==> src/rtl/regfile_wb_arbiter.sv <==
// Round-robin writeback arbiter for the shared register-file write port.
// Drops writes to the zero register and counts committed port writes.
module regfile_wb_arbiter #(
    parameter int DATA_W = 64,
    parameter int ADDR_W = 5,
    parameter int ZR_IDX = 31,
    parameter int CNT_W  = 16
) (
    input  logic              CLK,
    input  logic              Reset_L,
    input  logic              Hold,
    input  logic              ValidA,
    input  logic [ADDR_W-1:0] RWA,
    input  logic [DATA_W-1:0] BusWA,
    output logic              ReadyA,
    input  logic              ValidB,
    input  logic [ADDR_W-1:0] RWB,
    input  logic [DATA_W-1:0] BusWB,
    output logic              ReadyB,
    output logic              RegWr,
    output logic [ADDR_W-1:0] RW,
    output logic [DATA_W-1:0] BusW,
    output logic              Prio,
    output logic [CNT_W-1:0]  WrCount
);

    localparam logic [ADDR_W-1:0] ZR      = ADDR_W'(ZR_IDX);
    localparam logic [CNT_W-1:0]  CNT_MAX = '1;

    logic              r_regwr;
    logic [ADDR_W-1:0] r_rw;
    logic [DATA_W-1:0] r_busw;
    logic              r_prio;
    logic [CNT_W-1:0]  r_cnt;

    logic w_zero_a;
    logic w_zero_b;
    logic w_real_a;
    logic w_real_b;
    logic w_grant_a;
    logic w_grant_b;

    assign w_zero_a = ValidA && (RWA == ZR);
    assign w_zero_b = ValidB && (RWB == ZR);
    assign w_real_a = ValidA && (RWA != ZR);
    assign w_real_b = ValidB && (RWB != ZR);

    // Prio=0 favours A on a tie, Prio=1 favours B.
    assign w_grant_a = Reset_L && !Hold && w_real_a
                       && (!w_real_b || !r_prio);
    assign w_grant_b = Reset_L && !Hold && w_real_b
                       && (!w_real_a || r_prio);

    assign ReadyA = w_grant_a || (Reset_L && !Hold && w_zero_a);
    assign ReadyB = w_grant_b || (Reset_L && !Hold && w_zero_b);

    always_ff @(posedge CLK or negedge Reset_L) begin
        if (!Reset_L) begin
            r_regwr <= 1'b0;
            r_rw    <= ZR;
            r_busw  <= '0;
            r_prio  <= 1'b0;
            r_cnt   <= '0;
        end else begin
            r_regwr <= w_grant_a || w_grant_b;
            if (w_grant_a) begin
                r_rw   <= RWA;
                r_busw <= BusWA;
                r_prio <= 1'b1;
            end else if (w_grant_b) begin
                r_rw   <= RWB;
                r_busw <= BusWB;
                r_prio <= 1'b0;
            end
            if ((w_grant_a || w_grant_b) && (r_cnt != CNT_MAX)) begin
                r_cnt <= r_cnt + 1'b1;
            end
        end
    end

    assign RegWr   = r_regwr;
    assign RW      = r_rw;
    assign BusW    = r_busw;
    assign Prio    = r_prio;
    assign WrCount = r_cnt;

endmodule

==> config.mk <==
export PLATFORM = sky130hd
export DESIGN_NAME = regfile_wb_arbiter
export DESIGN_NICKNAME = d
export VERILOG_FILES = /design/src/rtl/regfile_wb_arbiter.sv
export SDC_FILE = /design/constraint.sdc
export NUM_CORES = 1
export LEC_CHECK = 0
export BUFFER_PORTS_ARGS = -buffer_cell sky130_fd_sc_hd__buf_2
export CORE_AREA = 3 3 99 101
export DETAILED_ROUTE_END_ITERATION = 6
export DIE_AREA = 0 0 102 104
export GPL_ROUTABILITY_DRIVEN = 1
export GPL_TIMING_DRIVEN = 0
export PLACE_DENSITY = 0.78
export SLEW_MARGIN = 10
export SYNTH_ARGS = -nofsm -noshare
export SYNTH_HDL_FRONTEND = slang
export SYNTH_SLANG_ARGS = --single-unit
==> constraint.sdc <==
create_clock -name CLK -period 2.5 [get_ports CLK]
set_input_delay 0.5 -clock CLK [delete_from_list [all_inputs] [get_ports CLK]]
set_output_delay 0.5 -clock CLK [all_outputs]
set_load 0.01 [all_outputs]
# Word level (Yosys, flattened, before mapping)
# Cells that the tools add are included.
dict set report word_totals {
  reg_bits 87
  latchBits 0
  mem_bits_rw 0
  mem_bits_ro 0
  input_bits 143
  output_inout_bits 89
  wordCells 39
  n_memories 0
}
dict set report classes {
  add_sub_neg 1
  multipliers 0
  div_mod_pow 0
  magnitude_cmp 0
  eq_ne 5
  n_shift 0
  mux 6
  bitwise 0
  n_reduce_logical 22
}
# operator n
set op_table {}
lappend op_table {{64-bit 2-to-1 mux} 2}
lappend op_table {{16-bit by 1-bit adder with 16-bit output, second input constant} 1}
lappend op_table {{16-bit != test, second input constant} 1}
lappend op_table {{1-bit logical AND} 12}
lappend op_table {{5-bit == test, second input constant} 2}
lappend op_table {{5-bit 2-to-1 mux} 2}
lappend op_table {{5-bit != test, second input constant} 2}
lappend op_table {{1-bit logical OR} 5}
lappend op_table {{1-bit zero test} 4}
lappend op_table {{1-bit 2-to-1 mux} 2}
lappend op_table {{2-bit nonzero test} 1}

# Depth between registers and ports, before layout
# Gate-level depths: netlist of the first run.
dict set report logic_depth {
  ltp_word 7
  depth_mapped 7
  depth_no_buf 6
}

# Least setup slack after synthesis of the first run
# OpenSTA, ideal clock, no wires.
dict set report synth_path {
  path_kind {reg-to-reg}
  start {register r_cnt[0], in the netlist WrCount[0]}
  end {register r_cnt[1], in the netlist WrCount[1]}
  setup_ps 125
  t_arrival_ps 1842
  t_required_ps 2375
  path_slack_ps 533
  stages_incl_launch_ff 7
  n_path_buf 1
  synth_period_minus_slack_ps 1967
  path_cell_list {dfrtp_1 -> ha_1 -> nand4_1 -> or4_4 -> o21ai_2 -> buf_6 -> mux2_4}
}
dict set report synth_between {
  elab_chain_cells 2
  word_cells_on_any_way 3
  cone_classes {1 x add/sub; 1 x eq/ne; 1 x reduce/logical}
}
# item line
set synth_lines {}
lappend synth_lines {{from (decl)} 34} ;# logic [CNT_W-1:0] r_cnt;
lappend synth_lines {{from (signal assigned)} 76} ;# r_cnt <= r_cnt + 1'b1;
lappend synth_lines {{parallel branches: the longest is 2 deep, another holds 16-bit by 1-bit adder with 16-bit output} -}
# Parallel ways; which one is timed is not known.
# A chain may end at the register's enable or synchronous reset.

# Worst setup path after layout of the first run
dict set report layout_path {
  start {input port Reset_L}
  end {register r_busw[44], in the netlist BusW[44]}
}
dict set report layout_between {
  elab_chain_cells 4
  word_cells_on_any_way 7
  cone_classes {1 x mux; 6 x reduce/logical}
}
# item line
set layout_lines {}
lappend layout_lines {{from (decl)} 10} ;# input logic Reset_L,
lappend layout_lines {{1-bit logical AND (*)} {49, 51}}
lappend layout_lines {{1-bit logical AND (on tied branches)} {49, 51}}
lappend layout_lines {{1-bit logical AND (on tied branches)} {50, 52}}
lappend layout_lines {{64-bit 2-to-1 mux or 2-bit nonzero test (tied branches)} -}
lappend layout_lines {{to (signal assigned)} 68} ;# r_busw <= BusWA;
lappend layout_lines {{to (signal assigned)} 72} ;# r_busw <= BusWB;
lappend layout_lines {{to (decl)} 32} ;# logic [DATA_W-1:0] r_busw;
# Mark *: on every way between the ends. The rest lies on a longest branch, timed or not.

==> results of run 1 <==
## layer usage
layer	vias to the layer above	wire, um	track usage
met2	170	5990	0.375
li1	1835	-	-
met1	1860	4630	0.265
met5	-	0	0
met4	0	212	0.0825
met3	22	901	0.0503
## cells by family after synthesis
logic type	after synthesis
adder cells (fa/ha/maj)	1
flip-flops	87
multiplexers	4
XOR/XNOR	13
buffers and inverters	26
AO/OA/AOI/OAI	77
AND/OR/NAND/NOR	180
## power groups by stage
stage          Sequential [mW]  Clock, mW  Combinational, mW
2_1_floorplan             2.00          0              0.367
5_1_grt                   1.90       1.21               1.12
3_3_place_gp              1.87          0              0.990
4_1_cts                   1.86       1.16               1.02
3_5_place_dp              1.88          0               1.02
6_report                  1.86       1.13               1.01
## state kept, by name, indices dropped and copies added, names as in the netlist
register	count
BusW	64
WrCount	16
RW	5
Prio	1
RegWr	1
## final cells by class
| class | instances | area (um2) |
|---|---|---|
| fillers | 829 | 3720 |
| flip-flops and latches | 87 | 2180 |
| multi-input cells | 275 | 1530 |
| repair buffers | 232 | 1190 |
| well taps | 111 | 139 |
| clock buffers | 11 | 131 |
| plain buffers | 23 | 116 |
| clock inverters | 4 | 95.1 |
| inverters | 3 | 11.3 |
## metrics by stage
stage,instances,util
2_1_floorplan,388,-
3_3_place_gp,730,0.563
3_5_place_dp,731,0.567
4_1_cts,746,0.591
5_1_grt,746,0.591
6_report,746,0.591
## final timing paths
kind	start	endpoint	slack [ns]	cells after the start
worst max-delay path	Reset_L	BusW[44]$_DFFE_PN0P_	0.34	8
worst min-delay path	Reset_L	WrCount[3]$_DFFE_PN0P_	0.12	1
worst max register to register	WrCount[0]$_DFFE_PN0P_	WrCount[1]$_DFFE_PN0P_	0.40	6
worst min register to register	BusW[5]$_DFFE_PN0P_	BusW[5]$_DFFE_PN0P_	0.50	2
max in group asynchronous	Reset_L	BusW[6]$_DFFE_PN0P_	1.74	2
min in group CLK	BusWB[30]	BusW[30]$_DFFE_PN0P_	0.35	3
## layout by cell type, fill, tap and decap left out, types with 5 or more instances in the layout
cell type / synthesis / layout
dfstp_2: 5 / 5
clkbuf_8: 0 / 9
nand2_1: 144 / 144
buf_2: 12 / 242
nor2_1: 5 / 5
a22oi_1: 69 / 69
nor3_1: 5 / 5
nand4_1: 7 / 7
nand3_1: 6 / 6
xor2_1: 12 / 12
clkbuf_1: 8 / 10
dfrtp_1: 82 / 82
==> impl_results.md, run 1 <==
* Placement Cell Area at 5160 um2
* Cell with the most instances after synthesis: nand2_1
* Fraction of the cycle the final worst path needs at 0.864
* Share of Yosys cell area claimed by the top area cell type at 0.535
* Final Max Tran Viols at 0
* Net count after synthesis at roughly 530
* DR vias/cell at 5.21
* Latest clock arrival within the worst-skew pair at around 0.34 ns
* Clock buffer depth at 2
* Worst vdd rail ir drop at 0.280 mV
* # clock sinks at 87
* Share of synthesized area spent on multiplexers at 0.0127
* Sequential cell fraction of total power at 0.466
* Share of flip-flops with an asynchronous set or reset after synthesis at 1.00
* Initial antenna violation count at 0
* Most common library cells after synthesis: 144 x nand2_1, 82 x dfrtp_1, 69 x a22oi_1, 12 x buf_2, 12 x xor2_1
* Post-cts sizing count at 0
* Switch share at 0.297
* Cell Area, Synth at 3840 um2
* Area of the die at 10600 um2
* Clock Pin Slew Worst Setup and Hold Paths at 0.09 ns
* Compound-gate portion of the synthesized area at 0.152
* Count of flip-flops with a built-in enable after synthesis at 0
* Number of port buffers at roughly 230
* #FFs+latches synth at 87
* Total power consumption of the routed design at 4.00 mW
* Final setup violation count at 0
* Width of the die at 102 um
* Logic pwr share at 0.252
* Overall Global Routing Usage at 0.219
* Highest-delay cell along the critical path: buf_4
* Critical Path Start Type: input port
* Critical path arrival at 2.44 ns
* Post-synthesis simple-gate area fraction at 0.200
* Total non-filler cell area in the finished layout at around 5400 um2
* Number of CTS-inserted buffers at 9
* Leakage Power at 3.01 nW
* Final count of hold timing violations at 0
* Setup TNS Final at 0 ns
* Setup repair after global routing missed its margin: no
* Post-synth top flop: dfrtp_1
* Path class of the lowest-slack min-delay path: input port to async pin
* Mean instance size in the synthesized netlist at 9.89 um2
* Required time at the worst-slack endpoint at approximately 2.8 ns
* Top cell type by total area after synthesis: dfrtp_1
* Status: finished, final reports clean
* Post-detailed-placement half-perimeter wirelength at 9090 um
* RePlAce Congestion at approximately 0.8
* Die Ht at 104 um
* Sum of buffers and inverters on the critical path at 3
* Signed area change from the synthesized netlist to the final layout at 40.4%
* Kind of end point of the critical path: flip-flop
* Kind of cell adding the most delay to the critical path: buffers and inverters
* Synth Area in XOR/XNOR at 0.0297
* Sequential-to-total area share from yosys stat at 0.569
* CP cell instances: buf_4 > nand3b_1 > a31oi_4 > nor2b_1 > buf_2 > clkbuf_1 > a22oi_1 > nand2_1
* Headroom to the max-slew limit at 0.640
* TritonCTS clock tree: done
* Initial standard-cell utilization of the core at 0.421
* Count of pins on the block boundary at 232
* Post-DRT Antenna Nets at 0
* Total setup buffers inserted after CTS at 0
* Post-synthesis adder-cell area fraction at 0.00326
* Clock Skew at 0.0125 ns
* Ys Warns at 0
* Synthesized instance count at just under 400
* Post-detailed-route DRC marker count at 0
* Fraction of final layout cells sized beyond drive strength 1 at 0.433
* Hold-fix buffers, CTS at 0
* Setup slack at placement at -0.0536 ns
* Floorplan Core Area at between 9000 and 10000 um2
* Switching pwr at about 1.2 mW
* Final worst-path setup slack at 0.341 ns
* Pin count of the biggest net entering global routing at 51
* Post-Route WL at 11700 um
* Power density over the cells at 743 nW/um2
* Global-route wire length before repair at 18600 um
* Max-capacitance violation count at 0
* Shortest clock period the worst path allows after layout at 2.16 ns
* Root Driver: clkbuf_8
* Distinct cell type count of the synthesized netlist at 34
* Antenna diodes at 0
* Final worst hold slack at 0.118 ns
* Maximum single-stage delay on the critical path at 0.42 ns
* Detailed Route Iter0 Violations at 166
* Number of global-route vias before repair at 3896
* Total number of H-tree levels at 3
* Power share of the clock group at 0.283
* Peak clock frequency supported by timing at 463 MHz
* Number of nets in the finished design at 775
* Actual transition at the worst max-transition pin at 0.540 ns
* Sum of overflow across all layers after global routing at 0
* Via count of the routed design at 3887
* Detailed-route wire length per cell at 15.7 um
* Main combinational cell family by area after synthesis: simple AND/OR/NAND/NOR gates
* Standard-cell row count at 35
* Cell internal pwr at 2.81 mW
* First-pass iteration count of the detailed router at 5
* Maximum fanout along the worst path at 40
* Critical setup path kind: input port to flip-flop
* Biggest area contributors in the synthesized netlist: dfrtp_1 53%, nand2_1 14%, a22oi_1 14%
No activity file was read; power rests on OpenSTA's default activity.
==> inputs of run 2 (changes only) <==
==> constraint.sdc (replaced) <==
create_clock -name CLK -period 2.5 [get_ports CLK]
set_input_delay 0.125 -clock CLK [delete_from_list [all_inputs] [get_ports CLK]]
set_output_delay 0.125 -clock CLK [all_outputs]
set_load 0.01 [all_outputs]
==> run 2 against run 1 <==
Effect of this change:
- critical path depth up 1
- first-iteration DRC count increased by 44%
- core utilization rose by 14 points
- maximum frequency fell by 4.4%
- via count up 20%
- routed wire length up 27%
- critical path type unchanged
- critical endpoint is now BusW[43]$_DFFE_PN0P_
- largest power group unchanged
==> impl_results.md, run 2 (synthesized netlist as in run 1, its figures left out) <==
* Kind of end point of the critical path: flip-flop (unchanged)
* Kind of cell adding the most delay to the critical path: buffers and inverters (unchanged)
* Global-route wire length before repair at 24000 um (was 18600 um)
* Final worst-path setup slack at 0.242 ns (was 0.341 ns)
* Final Instance Count excl. Fillers at 875 (was 746)
* Actual transition at the worst max-transition pin at 0.584 ns (was 0.540 ns)
* Clock buffer depth at 2 (unchanged)
* Number of port buffers at 231 (unchanged)
* Worst vdd rail ir drop at 0.292 mV (was 0.280 mV)
* End point of the worst hold path: BusW[44]$_DFFE_PN0P_
* Root Driver: clkbuf_8 (unchanged)
* Flip-flop and latch area at 2180 um2 (unchanged)
* Reg2reg end: WrCount[1]$_DFFE_PN0P_ (unchanged)
* Met3 wire length at 1180 um (was 901 um)
* Critical Path Start Type: input port (unchanged)
* Latest clock arrival within the worst-skew pair at 0.35 ns (was 0.34 ns)
* Setup repair after global routing missed its margin: no (unchanged)
* Critical path arrival at 2.54 ns (was 2.44 ns)
* CP cell instances: dlygate4sd3_1 > buf_6 > nand3b_1 > a31oi_4 > nor2b_1 > buf_2 > clkbuf_1 > a22oi_1 > nand2_1 (was buf_4 > nand3b_1 > a31oi_4 > nor2b_1 > buf_2 > clkbuf_1 > a22oi_1 > nand2_1)
* Fraction of final layout cells sized beyond drive strength 1 at 0.360 (was 0.433)
* Largest register FFs at 64 (unchanged)
* Placed cells at 731 (unchanged)
* Highest-delay cell along the critical path: dlygate4sd3_1 (was buf_4)
* Final setup violation count at 0 (unchanged)
* Peak clock frequency supported by timing at 443 MHz (was 463 MHz)
* Maximum single-stage delay on the critical path at 0.54 ns (was 0.42 ns)
* Signed area change from the synthesized netlist to the final layout at 74.2% (was 40.4%)
* DR vias/cell at 5.33 (was 5.21)
* Count of pins on the block boundary at 232 (unchanged)
* Worst R2R Start: WrCount[0]$_DFFE_PN0P_ (unchanged)
* Met1 WL at 5370 um (was 4630 um)
* Initial standard-cell utilization of the core at 0.421 (unchanged)
* Post-DRT Antenna Nets at 0 (unchanged)
* Total setup buffers inserted after CTS at 0 (unchanged)
* Post-Route WL at 14900 um (was 11700 um)
* Final count of hold timing violations at 0 (unchanged)
* Sum of overflow across all layers after global routing at 0 (unchanged)
* Hold wc startpoint: BusWA[44]
* Most frequent cells in the layout: 242 x buf_2, 144 x nand2_1, 129 x dlygate4sd3_1 (was 242 x buf_2, 144 x nand2_1, 82 x dfrtp_1)
* Fraction of the cycle the final worst path needs at 0.903 (was 0.864)
* First-pass iteration count of the detailed router at 6 (was 5)
* TritonCTS clock tree: done (unchanged)
* Number of nets in the finished design at 904 (was 775)
* Standard-cell row count at 35 (unchanged)
* Routed length on met2 at 7540 um (was 5990 um)
* Post-detailed-placement half-perimeter wirelength at 9090 um (unchanged)
* Setup TNS Final at 0 ns (unchanged)
* Overall Global Routing Usage at 0.283 (was 0.219)
* Floorplan Core Area at 9110 um2 (unchanged)
* Required time at the worst-slack endpoint at 2.78 ns (about the same)
* Via count of the routed design at 4668 (was 3887)
* Power density over the cells at 629 nW/um2 (was 743 nW/um2)
* Status: finished, final reports clean (unchanged)
* Antenna diodes at 0 (unchanged)
* RePlAce Congestion at 0.825 (unchanged)
* Final worst hold slack at 0.0163 ns (was 0.118 ns)
* Post-detailed-route DRC marker count at 0 (unchanged)
* Total number of H-tree levels at 3 (unchanged)
* Initial antenna violation count at 0 (unchanged)
* Number of CTS-inserted buffers at 9 (unchanged)
* Setup slack at placement at 0.321 ns (was -0.0536 ns)
* Maximum fanout along the worst path at 40 (unchanged)
* Leakage Power at 3.55 nW (was 3.01 nW)
* Most common cell after layout, fill and taps aside: buf_2 (unchanged)
* Count of filler cells inserted in the layout at 609 (was 829)
* Clock Pin Slew Worst Setup and Hold Paths at 0.08 ns (was 0.09 ns)
* Number of global-route vias before repair at 5068 (was 3896)
* Die Ht at 104 um (unchanged)
* Critical setup path kind: input port to flip-flop (unchanged)
* Final Max Tran Viols at 0 (unchanged)
* Clock Skew at 0.0128 ns (was 0.0125 ns)
* Shortest clock period the worst path allows after layout at 2.26 ns (was 2.16 ns)
* Width of the die at 102 um (unchanged)
* Area of the die at 10600 um2 (unchanged)
* Area of combinational cells with multiple inputs at 1530 um2 (unchanged)
* Sum of buffers and inverters on the critical path at 4 (was 3)
* Number of cells on the worst hold path at 3
* Path class of the lowest-slack min-delay path: input port to flip-flop (was input port to async pin)
* Worst setup slack for register-to-register paths at 0.40 ns (about the same)
* Cells on worst reg2reg path at 6 (unchanged)
* Total power consumption of the routed design at 4.20 mW (was 4.00 mW)
* Headroom to the max-slew limit at 0.611 (was 0.640)
* Highest signal layer in the routed design: met4 (unchanged)
* Max-capacitance violation count at 0 (unchanged)
* # clock sinks at 87 (unchanged)
* Pin count of the biggest net entering global routing at 51 (unchanged)
* Detailed-route wire length per cell at 17.0 um (was 15.7 um)
* Detailed Route Iter0 Violations at 239 (was 166)
==> run 2: cell count changes in the layout (fill, tap and decap cells not counted) <==
| cell | delta |
|---|---|
| buf_6 | +1 |
| buf_4 | -1 |
| dlygate4sd3_1 | +129 |
==> run 2: worst max-delay path by stage <==
stage                           startpoint                      to  slack [ns]  cells past startpoint
finish                             Reset_L    BusW[43]$_DFFE_PN0P_        0.24                      9
global route                       Reset_L    BusW[39]$_DFFE_PN0P_        0.06                      9
CTS                                Reset_L    BusW[40]$_DFFE_PN0P_        0.16                      9
detailed placement                 Reset_L    BusW[45]$_DFFE_PN0P_        0.32                      8
global placement                   Reset_L    BusW[36]$_DFFE_PN0P_       -0.80                      8
floorplan           WrCount[0]$_DFFE_PN0P_  WrCount[1]$_DFFE_PN0P_        0.53                      6
==> run 2: cell type report <==
type	instances	share of cell area
Inverter	3	0.00169
Tap cell	111	0.0208
Timing Repair Buffer	361	0.371
Buffer	23	0.0174
Sequential cell	87	0.327
Multi-Input combinational cell	275	0.228
Clock buffer	11	0.0197
Clock inverter	4	0.0142
==> run 2: repair_timing <==
action	CTS	global route
hold buffers	129	0
endpoints found under the setup margin	0	9
resized for setup	0	1
endpoints found under the hold margin	101	0
==> run 2: where the power goes <==
part           total, mW  internal (mW)  switching [mW]  leakage (nW)
clock               1.13          0.658           0.469         0.113
combinational       1.21          0.605           0.602          2.35
sequential          1.87           1.68           0.188          1.09
==> run 2: layer usage <==
layer  vias up  track usage
met2       285        0.490
met5         -            0
li1       2088            -
met1      2221        0.312
met3        74       0.0624
met4         0        0.159
==> run 2: worst min-delay path, delay by kind of cell <==
kind,cells,cell delay [ns]
and+or+nand+nor,1,0.06
AOI/OAI and AO/OA,1,0.05
buffers and inverters,1,0.08
==> run 2: metrics by stage <==
step | instance area [um2] | util
finish | 6680 | 0.734
global route | 6680 | 0.734
CTS | 6680 | 0.733
detailed placement | 5160 | 0.567
global placement | 5130 | 0.563
floorplan | 3840 | -
==> inputs of run 3 (changes only) <==
- PLACE_DENSITY: 0.78 -> 0.79
- SETUP_SLACK_MARGIN: unset -> 0.4
==> run 3 against run 2 <==
Effect of this change:
- clock skew fell by 0.0011 ns
- combinational power increased by 16%
- register-to-register slack better by 0.06 ns
- critical path depth shrank 1
- worst hold slack improved by 0.0032 ns
- sequential cell count unchanged
- setup slack improved by 0.22 ns
- maximum frequency increased by 11%
- cell count rose by 0.57%
- critical endpoint is now BusW[33]$_DFFE_PN0P_
- largest cell class unchanged
==> impl_results.md, run 3 (synthesized netlist as in run 1, its figures left out) <==
* Status: finished, final reports clean (unchanged)
* Shortest clock period the worst path allows after layout at 2.04 ns (was 2.26 ns)
* Final count of hold timing violations at 0 (unchanged)
* RePlAce Congestion at 0.882 (was 0.825)
* Power density over the cells at 658 nW/um2 (was 629 nW/um2)
* Final worst-path setup slack at 0.460 ns (was 0.242 ns)
* Detailed Route Iter0 Violations at 250 (was 239)
* Final cell utilization of the core at 0.740 (was 0.734)
* Area of combinational cells with multiple inputs at 1540 um2 (was 1530 um2)
* Clock buffer depth at 2 (unchanged)
* Fraction of the cycle the final worst path needs at 0.816 (was 0.903)
* Critical path arrival at 2.27 ns (was 2.54 ns)
* Post-DRT Antenna Nets at 0 (unchanged)
* Final Max Tran Viols at 0 (unchanged)
* Sum of overflow across all layers after global routing at 0 (unchanged)
* Count of pins on the block boundary at 232 (unchanged)
* Pin count of the biggest net entering global routing at 44 (was 51)
* Actual transition at the worst max-transition pin at 0.601 ns (was 0.584 ns)
* Leakage Power at 3.61 nW (was 3.55 nW)
* DR vias/cell at 5.22 (was 5.33)
* Maximum fanout along the worst path at 10 (was 40)
* Post-Route WL at 15000 um (was 14900 um)
* Most common cell after layout, fill and taps aside: buf_2 (unchanged)
* Number of CTS-inserted buffers at 9 (unchanged)
* Post-detailed-placement half-perimeter wirelength at 9170 um (was 9090 um)
* Flip-flop and latch area at 2180 um2 (unchanged)
* Clock Pin Slew Worst Setup and Hold Paths at 0.09 ns (was 0.08 ns)
* Via count of the routed design at 4591 (was 4668)
* Peak clock frequency supported by timing at 490 MHz (was 443 MHz)
* Headroom to the max-slew limit at 0.599 (was 0.611)
* Floorplan Core Area at 9110 um2 (unchanged)
* Standard-cell row count at 35 (unchanged)
* Clock Skew at 0.0117 ns (was 0.0128 ns)
* Most frequent cells in the layout: 241 x buf_2, 144 x nand2_1, 128 x dlygate4sd3_1 (was 242 x buf_2, 144 x nand2_1, 129 x dlygate4sd3_1)
* Post-detailed-route DRC marker count at 0 (unchanged)
* Number of global-route vias before repair at 4926 (was 5068)
* Detailed-route wire length per cell at 17.0 um (about the same)
* Setup slack at placement at 0.250 ns (was 0.321 ns)
* Kind of end point of the critical path: flip-flop (unchanged)
* Hold wc startpoint: RWA[1] (was BusWA[44])
* Die Ht at 104 um (unchanged)
* First-pass iteration count of the detailed router at 6 (unchanged)
* # clock sinks at 87 (unchanged)
* Latest clock arrival within the worst-skew pair at 0.34 ns (was 0.35 ns)
* Signed area change from the synthesized netlist to the final layout at 75.8% (was 74.2%)
* Required time at the worst-slack endpoint at 2.73 ns (was 2.78 ns)
* Area of the die at 10600 um2 (unchanged)
* End point of the worst hold path: RW[1]$_DFFE_PN1P_ (was BusW[44]$_DFFE_PN0P_)
* Largest register FFs at 64 (unchanged)
* Critical Path Start Type: flip-flop (was input port)
* Worst R2R Start: Prio$_DFFE_PN0P_ (was WrCount[0]$_DFFE_PN0P_)
* Setup TNS Final at 0 ns (unchanged)
* Worst vdd rail ir drop at 0.353 mV (was 0.292 mV)
* TritonCTS clock tree: done (unchanged)
* Total number of H-tree levels at 3 (unchanged)
* Critical setup path kind: flip-flop to flip-flop (was input port to flip-flop)
* Antenna diodes at 0 (unchanged)
* Global-route wire length before repair at 23700 um (was 24000 um)
* Reg2reg end: BusW[33]$_DFFE_PN0P_ (was WrCount[1]$_DFFE_PN0P_)
* Final setup violation count at 0 (unchanged)
* Number of cells on the worst hold path at 3 (unchanged)
* Setup repair after global routing missed its margin: yes (was no)
* Initial antenna violation count at 0 (unchanged)
* Path class of the lowest-slack min-delay path: input port to flip-flop (unchanged)
* Fraction of final layout cells sized beyond drive strength 1 at 0.369 (was 0.360)
* Number of port buffers at 231 (unchanged)
* Max-capacitance violation count at 0 (unchanged)
* Root Driver: clkbuf_8 (unchanged)
* Overall Global Routing Usage at 0.283 (about the same)
* Cells on worst reg2reg path at 8 (was 6)
* Count of filler cells inserted in the layout at 607 (was 609)
* Width of the die at 102 um (unchanged)
* Initial standard-cell utilization of the core at 0.421 (unchanged)
* Worst setup slack for register-to-register paths at 0.46 ns (was 0.40 ns)
* Number of nets in the finished design at 908 (was 904)
run 3: power breakdown:
group	switching, mW	internal, mW	total, mW
registers	0.193	1.68	1.88
logic	0.641	0.755	1.40
clock network	0.496	0.667	1.16
total	1.33	3.10	4.43
run 3: worst max-delay path by stage:
| stage | slack [ns] | from | endpoint | depth (start not counted) |
|---|---|---|---|---|
| detailed placement | 0.25 | Reset_L | BusW[45]$_DFFE_PN0P_ | 8 |
| CTS | 0.43 | Prio$_DFFE_PN0P_ | BusW[36]$_DFFE_PN0P_ | 8 |
| global route | 0.35 | Prio$_DFFE_PN0P_ | BusW[13]$_DFFE_PN0P_ | 8 |
| finish | 0.46 | Prio$_DFFE_PN0P_ | BusW[33]$_DFFE_PN0P_ | 8 |
| floorplan | 0.53 | WrCount[0]$_DFFE_PN0P_ | WrCount[1]$_DFFE_PN0P_ | 6 |
| global placement | -0.79 | Reset_L | BusW[36]$_DFFE_PN0P_ | 8 |
run 3: cell type report:
| cell class | count | share of cell area |
|---|---|---|
| tap | 111 | 0.0206 |
| clock buffer | 11 | 0.0195 |
| sequential | 87 | 0.324 |
| multi-input combinational | 275 | 0.229 |
| timing repair buffer | 365 | 0.372 |
| inverter | 3 | 0.00167 |
| clock inverter | 5 | 0.0158 |
| buffer | 23 | 0.0178 |
run 3: metal layers:
layer  GRT usage  share of wire
met1       0.313           0.37
met2       0.508           0.53
met3      0.0698          0.077
met4       0.112          0.031
met5           0              0
run 3: stage by stage:
stage	hold WS (ns)	std cells	power, mW	area (um2)
after floorplan	-0.171	388	2.37	3840
after global placement	0.320	730	2.86	5130
after detailed placement	0.191	731	2.91	5150
after CTS	0.00127	876	4.37	6690
after global routing	0.00638	880	4.66	6740
final	0.0194	880	4.43	6740
run 3: repair_timing:
action / 4_1_cts / 5_1_grt
pin swaps: 1 / 0
cloned: 0 / 0
resized for setup: 0 / 7
endpoints found under the setup margin: 1 / 43
setup buffers: 1 / 3
hold buffers: 128 / 1
hold endpoints to repair: 112 / 1
run 3: critical path: stages (launching register included):
cell and delay (ns):
dfrtp_1 0.39, nand2_1 0.09, a21oi_2 0.15, nor2b_1 0.06
buf_2 0.18, clkbuf_4 0.21, a22oi_1 0.20, nand2_1 0.07
dlygate4sd3_1 0.57
